==> src/rtl/alu_pkg.sv <==
// rtl/alu_pkg.sv - operation encodings, alu_op values and the ALU-control decode function
package alu_pkg;

    localparam logic [3:0] OP_AND  = 4'b0000;
    localparam logic [3:0] OP_OR   = 4'b0001;
    localparam logic [3:0] OP_ADD  = 4'b0010;
    localparam logic [3:0] OP_XOR  = 4'b0011;
    localparam logic [3:0] OP_SLL  = 4'b0100;
    localparam logic [3:0] OP_SRL  = 4'b0101;
    localparam logic [3:0] OP_SUB  = 4'b0110;
    localparam logic [3:0] OP_SLT  = 4'b0111;
    localparam logic [3:0] OP_SLTU = 4'b1000;
    localparam logic [3:0] OP_SRA  = 4'b1101;

    localparam logic [1:0] ALU_OP_MEM = 2'b00;
    localparam logic [1:0] ALU_OP_BR  = 2'b01;
    localparam logic [1:0] ALU_OP_R   = 2'b10;
    localparam logic [1:0] ALU_OP_I   = 2'b11;

    // funct fields are only inspected for R/I types so unknowns on them cannot leak for mem/branch
    function automatic logic [3:0] decode_op(input logic [1:0] alu_op,
                                             input logic [2:0] funct3,
                                             input logic       funct7_b5);
        logic [3:0] op;
        op = OP_ADD;
        if (alu_op == ALU_OP_MEM) begin
            op = OP_ADD;
        end else if (alu_op == ALU_OP_BR) begin
            op = OP_SUB;
        end else begin
            case (funct3)
                3'b000:  op = (alu_op == ALU_OP_R && funct7_b5) ? OP_SUB : OP_ADD;
                3'b001:  op = OP_SLL;
                3'b010:  op = OP_SLT;
                3'b011:  op = OP_SLTU;
                3'b100:  op = OP_XOR;
                3'b101:  op = funct7_b5 ? OP_SRA : OP_SRL;
                3'b110:  op = OP_OR;
                default: op = OP_AND;
            endcase
        end
        return op;
    endfunction

endpackage

==> src/rtl/alu_core.sv <==
// rtl/alu_core.sv - combinational 32-bit integer datapath selected by a 4-bit operation code
module alu_core
    import alu_pkg::*;
#(
    parameter int XLEN = 32
) (
    input  logic [3:0]      op,
    input  logic [XLEN-1:0] a,
    input  logic [XLEN-1:0] b,
    output logic [XLEN-1:0] y
);

    logic [4:0] shamt;
    assign shamt = b[4:0];

    always_comb begin
        y = '0;
        case (op)
            OP_AND:  y = a & b;
            OP_OR:   y = a | b;
            OP_ADD:  y = a + b;
            OP_XOR:  y = a ^ b;
            OP_SLL:  y = a << shamt;
            OP_SRL:  y = a >> shamt;
            OP_SUB:  y = a - b;
            OP_SLT:  y = {{(XLEN-1){1'b0}}, $signed(a) < $signed(b)};
            OP_SLTU: y = {{(XLEN-1){1'b0}}, a < b};
            OP_SRA:  y = $signed(a) >>> shamt;
            default: y = '0;
        endcase
    end

endmodule

==> src/rtl/alu_cntrl.sv <==
// rtl/alu_cntrl.sv - ALU-control decode plus ALU with registered operation, result and zero flag
module alu_cntrl
    import alu_pkg::*;
#(
    parameter int XLEN = 32
) (
    input  logic            clk,
    input  logic            rst_n,
    input  logic [1:0]      alu_op,
    input  logic [2:0]      funct3,
    input  logic [6:0]      funct7,
    input  logic [XLEN-1:0] operand1,
    input  logic [XLEN-1:0] operand2,
    output logic [3:0]      operation,
    output logic [XLEN-1:0] result,
    output logic            Z
);

    logic [3:0]      next_op;
    logic [XLEN-1:0] next_result;

    assign next_op = decode_op(alu_op, funct3, funct7[5]);

    alu_core #(.XLEN(XLEN)) u_core (
        .op (next_op),
        .a  (operand1),
        .b  (operand2),
        .y  (next_result)
    );

    // Z is derived from the same next-state value so it never disagrees with result
    always_ff @(posedge clk) begin
        if (!rst_n) begin
            operation <= 4'b0000;
            result    <= '0;
            Z         <= 1'b0;
        end else begin
            operation <= next_op;
            result    <= next_result;
            Z         <= (next_result == '0);
        end
    end

endmodule

==> config.mk <==
export PLATFORM = sky130hd
export DESIGN_NAME = alu_cntrl
export DESIGN_NICKNAME = d
export VERILOG_FILES = /design/src/rtl/alu_pkg.sv /design/src/rtl/alu_core.sv /design/src/rtl/alu_cntrl.sv
export SDC_FILE = /design/constraint.sdc
export NUM_CORES = 1
export LEC_CHECK = 0
export ABC_AREA = 1
export BUFFER_PORTS_ARGS = -buffer_cell sky130_fd_sc_hd__buf_2
export CAP_MARGIN = 20
export CORE_ASPECT_RATIO = 0.8
export CORE_UTILIZATION = 32
export CTS_BUF_LIST = sky130_fd_sc_hd__clkbuf_8
export DETAILED_ROUTE_END_ITERATION = 10
export PLACE_DENSITY = 0.46
export SYNTH_ARGS = -nofsm -noshare
export SYNTH_HDL_FRONTEND = slang
export SYNTH_SLANG_ARGS = --single-unit
==> constraint.sdc <==
create_clock -name clk -period 3.7 [get_ports clk]
set_input_delay 0.74 -clock clk [delete_from_list [all_inputs] [get_ports clk]]
set_output_delay 0.74 -clock clk [all_outputs]
set_load 0.01 [all_outputs]
==> report_table.html <==
<table>
<tr><th>Metric</th><th>Value</th></tr>
<tr><th colspan="2">Status</th></tr>
<tr><td>Result of the run</td><td>complete, no violations</td></tr>
<tr><th colspan="2">Critical path</th></tr>
<tr><td>Setup CP Type</td><td>input port to flip-flop</td></tr>
<tr><td>Data arrival at the endpoint of the critical path</td><td>3.63 ns</td></tr>
<tr><td>Worst path top cell family by delay</td><td>simple AND/OR/NAND/NOR gates</td></tr>
<tr><td>Crit path buf inv count</td><td>4</td></tr>
<tr><td>Worst stage delay on the critical path</td><td>0.47 ns</td></tr>
<tr><td>Worst-path cell chain</td><td>buf_2, inv_2, ha_1, buf_4, nand2_1, nor2_1, nand3_1, nand3_1, nand2_1, nand2_1, nand2_1, nand3_1, nand3_1, nor2_1, nand2_1, nor2_1, buf_4, nand3_1, nor2_1</td></tr>
<tr><td>Worst EP required</td><td>3.95 ns</td></tr>
<tr><td>Worst path slowest cell</td><td>ha_1</td></tr>
<tr><td>Capturing element type of the critical path</td><td>flip-flop</td></tr>
<tr><td>Max Fanout on Critical Path</td><td>7</td></tr>
<tr><td>Startpoint type of the worst setup path</td><td>input port</td></tr>
<tr><th colspan="2">Global route</th></tr>
<tr><td>All-layer global routing usage</td><td>34.6%</td></tr>
<tr><td>Wire length of the first global-routing pass</td><td>97.5 mm</td></tr>
<tr><td>Via count of the first global-routing pass</td><td>14900</td></tr>
<tr><td>GRT Residual Overflow</td><td>0</td></tr>
<tr><td>Maximum number of pins on one net before global-route repair</td><td>72</td></tr>
<tr><td>Initial antenna violation count</td><td>1</td></tr>
<tr><th colspan="2">Floorplan</th></tr>
<tr><td>Floorplan row count</td><td>63</td></tr>
<tr><td>Initial standard-cell utilization of the core</td><td>32.5%</td></tr>
<tr><td>Die Wd</td><td>219 um</td></tr>
<tr><td>Core Footprint</td><td>37000 um2</td></tr>
<tr><td>Die area</td><td>38300 um2</td></tr>
<tr><td>Die height</td><td>175 um</td></tr>
<tr><td>Number of primary I/O pins</td><td>115</td></tr>
<tr><th colspan="2">Clock network</th></tr>
<tr><td>Resize count post-CTS</td><td>0</td></tr>
<tr><td>Clock Path Buffers</td><td>2</td></tr>
<tr><td>Total number of H-tree levels</td><td>2</td></tr>
<tr><td>CTS Buf Count</td><td>5</td></tr>
<tr><td>Sink Count</td><td>37</td></tr>
<tr><td>Clock slew at reported path FFs</td><td>0.10 ns</td></tr>
<tr><td>Post-CTS repair timing setup buffer count</td><td>0</td></tr>
<tr><td>CTS tree</td><td>built</td></tr>
<tr><td>Buffer cell driving the clock tree root</td><td>clkbuf_8</td></tr>
<tr><td>Number of buffers inserted for hold repair after clock tree synthesis</td><td>0</td></tr>
<tr><th colspan="2">Job</th></tr>
<tr><td>Max Cap Violations</td><td>0</td></tr>
<tr><th colspan="2">Synthesis</th></tr>
<tr><td>Register area share after synthesis</td><td>6.17%</td></tr>
<tr><td>Share of synthesized flip-flops with an asynchronous set or reset</td><td>0%</td></tr>
<tr><td>Number of synthesized register bits</td><td>37</td></tr>
<tr><td>Number of warning messages in the yosys log</td><td>0</td></tr>
<tr><td>Average size of a mapped cell</td><td>4.86 um2</td></tr>
<tr><td>Count of unique library cells instantiated by Yosys</td><td>40</td></tr>
<tr><td>Biggest area contributors in the synthesized netlist</td><td>nand2_1, nand3_1, inv_1</td></tr>
<tr><td>Post-synthesis cell count</td><td>2469</td></tr>
<tr><td>Largest area contributor in the netlist</td><td>nand2_1</td></tr>
<tr><td>Most frequently used flop master after synthesis</td><td>dfxtp_1</td></tr>
<tr><td>Area share of the largest cell type after synthesis</td><td>28.4%</td></tr>
<tr><td>Netlist Area Pre-Place</td><td>12000 um2</td></tr>
<tr><td>Net count after synthesis</td><td>2647</td></tr>
<tr><td>Number of synthesized flops with an enable pin</td><td>0</td></tr>
<tr><th colspan="2">Timing</th></tr>
<tr><td>Final Max Slew Viols</td><td>0</td></tr>
<tr><td>RSZ-0062 raised after global routing</td><td>no</td></tr>
<tr><td>Setup-violating endpoint count in the final report</td><td>0</td></tr>
<tr><td>Headroom to the max-slew limit</td><td>40.5%</td></tr>
<tr><td>Fraction of the cycle the final worst path needs</td><td>91.5%</td></tr>
<tr><td>Final period demand of the worst path</td><td>3.38 ns</td></tr>
<tr><td>Final hold viol count</td><td>0</td></tr>
<tr><td>Setup TNS</td><td>0 ns</td></tr>
<tr><td>Maximum clock frequency</td><td>295 MHz</td></tr>
<tr><td>Post-route worst setup slack</td><td>0.316 ns</td></tr>
<tr><td>Transition time at the pin with the least slew margin</td><td>0.892 ns</td></tr>
<tr><th colspan="2">Drt</th></tr>
<tr><td>Total iterations of the first detailed-routing run</td><td>7</td></tr>
<tr><td>DRC Markers</td><td>0</td></tr>
<tr><td>Count of vias placed by the detailed router</td><td>16600</td></tr>
<tr><td>Detailed router's first-iteration violation count</td><td>1983</td></tr>
<tr><td>Detail-routed net length per standard cell</td><td>21.2 um</td></tr>
<tr><td>Total routed wirelength</td><td>66.9 mm</td></tr>
<tr><td>Detail-routed via count per cell</td><td>5.25</td></tr>
<tr><td>Antenna-violating nets left</td><td>0</td></tr>
<tr><th colspan="2">Final layout</th></tr>
<tr><td>Share of layout cells above drive strength 1</td><td>13.0%</td></tr>
<tr><td>Number of filler cells placed in the layout</td><td>4388</td></tr>
<tr><td>Total area of sequential cells</td><td>741 um2</td></tr>
<tr><td>Area growth from synthesis to final layout</td><td>20.0%</td></tr>
<tr><td>Final Core Density</td><td>39.0%</td></tr>
<tr><td>Net count, final</td><td>2851</td></tr>
<tr><td>Final instance area</td><td>14400 um2</td></tr>
<tr><td>Area taken by multi-input logic gates</td><td>9400 um2</td></tr>
<tr><th colspan="2">Power</th></tr>
<tr><td>Standby leakage power</td><td>8.49 nW</td></tr>
<tr><td>Pwr/cell area</td><td>224 nW/um2</td></tr>
<tr><td>Peak supply drop</td><td>0.271 mV</td></tr>
<tr><th colspan="2">Placement</th></tr>
<tr><td>Estimated wirelength of the detail-placed design</td><td>56.9 mm</td></tr>
<tr><td>Placed instance area</td><td>14300 um2</td></tr>
<tr><td>Pre-CTS setup slack</td><td>0.0460 ns</td></tr>
<tr><td>Number of buffers inserted by port buffering</td><td>108</td></tr>
<tr><td>Placer Congestion</td><td>0.981</td></tr>
<tr><th colspan="2">Min path</th></tr>
<tr><td>Hold path startpoint</td><td>alu_op[1]</td></tr>
<tr><td>Worst hold stages</td><td>3</td></tr>
<tr><td>Hold path endpoint</td><td>operation[0]$_SDFF_PN0_</td></tr>
<tr><td>Class of the tightest hold or removal check</td><td>input port to flip-flop</td></tr>
</table>
[cell families (layout without fill, tap and decap cells)]
kind of cell    count (synthesis)  count (layout)  share of synthesized area [%]
flops                          37              37                           6.17
compound gates                132             132                           5.89
buf+inv                       464             669                           15.5
fa+ha+maj                     100             100                           10.5
simple gates                 1730            1730                           61.4
xor+xnor                        6               6                          0.438
other cells                     0               1                              0
[worst max path at each step]
| stage | startpoint | to | cells after the start |
|---|---|---|---|
| after floorplan | operand2[3] | Z$_SDFF_PN0_ | 21 |
| after global placement | operand2[2] | Z$_SDFF_PN0_ | 21 |
| after detailed placement | operand2[2] | Z$_SDFF_PN0_ | 19 |
| after CTS | operand2[2] | Z$_SDFF_PN0_ | 19 |
| after global routing | operand1[5] | Z$_SDFF_PN0_ | 20 |
| final | operand2[2] | Z$_SDFF_PN0_ | 19 |
[layout make-up]
type | count | area share, %
inverters | 350 | 9.12
diodes | 1 | 0.0174
clock inverters | 3 | 0.321
well taps | 487 | 4.23
repair buffers | 311 | 15.5
multi-input cells | 1968 | 65.2
flip-flops and latches | 37 | 5.14
clock buffers | 5 | 0.478
[cells in the mapped netlist, types with 5 or more instances]
cell type,number
a21oi_1,69
a31oi_1,6
buf_1,24
buf_2,46
buf_4,5
buf_6,6
clkbuf_1,32
dfxtp_1,37
ha_1,98
inv_1,338
inv_2,8
nand2_1,909
nand3_1,479
nand4_1,59
nor2_1,240
nor2_2,5
nor3_1,19
o21ai_0,38
o21bai_1,9
xor2_1,5
[power by group]
group          switching (mW)  total, mW  internal, mW  leakage (nW)
clock network           0.172      0.374         0.202        0.0544
logic                    1.60       2.39         0.792          8.13
registers              0.0123      0.459         0.446         0.306
total                    1.79       3.23          1.44          8.49
[state kept, by name, indices dropped and copies added, names as in the netlist]
name and cells:
result 32, operation 4, Z 1
[layout by cell type, fill, tap and decap left out, drive strengths merged, types with 4 or more instances in the layout]
cell | netlist | final
nor2 | 246 | 246
a31oi | 6 | 6
ha | 98 | 98
clkbuf | 33 | 5
o21bai | 9 | 9
nand2 | 912 | 912
xor2 | 5 | 5
a21oi | 69 | 69
clkinv | 4 | 5
nand4 | 60 | 60
o211ai | 4 | 4
dfxtp | 37 | 37
and2 | 4 | 4
inv | 346 | 346
o21ai | 41 | 41
buf | 81 | 311
nand3 | 484 | 484
nor3 | 20 | 20
[worst min-delay path, cell delays in order]
cell	delay (ns)
buf_2	0.13
nand3_1	0.19
nor2_1	0.07
[metal layers]
layer  GRT usage, %  wire, um
met1           50.9     32100
met2           52.2     27500
met3           3.57      5170
met4           10.5      2140
met5              0         0
[through the flow]
step,cells,hold WS (ns),power (mW)
final,3162,0.890,3.23
after global routing,3161,0.925,3.47
after CTS,3161,0.885,3.19
after detailed placement,3153,1.13,2.80
after global placement,3153,1.14,2.81
after floorplan,2469,0.944,1.76
No activity file was read; power rests on OpenSTA's default activity.
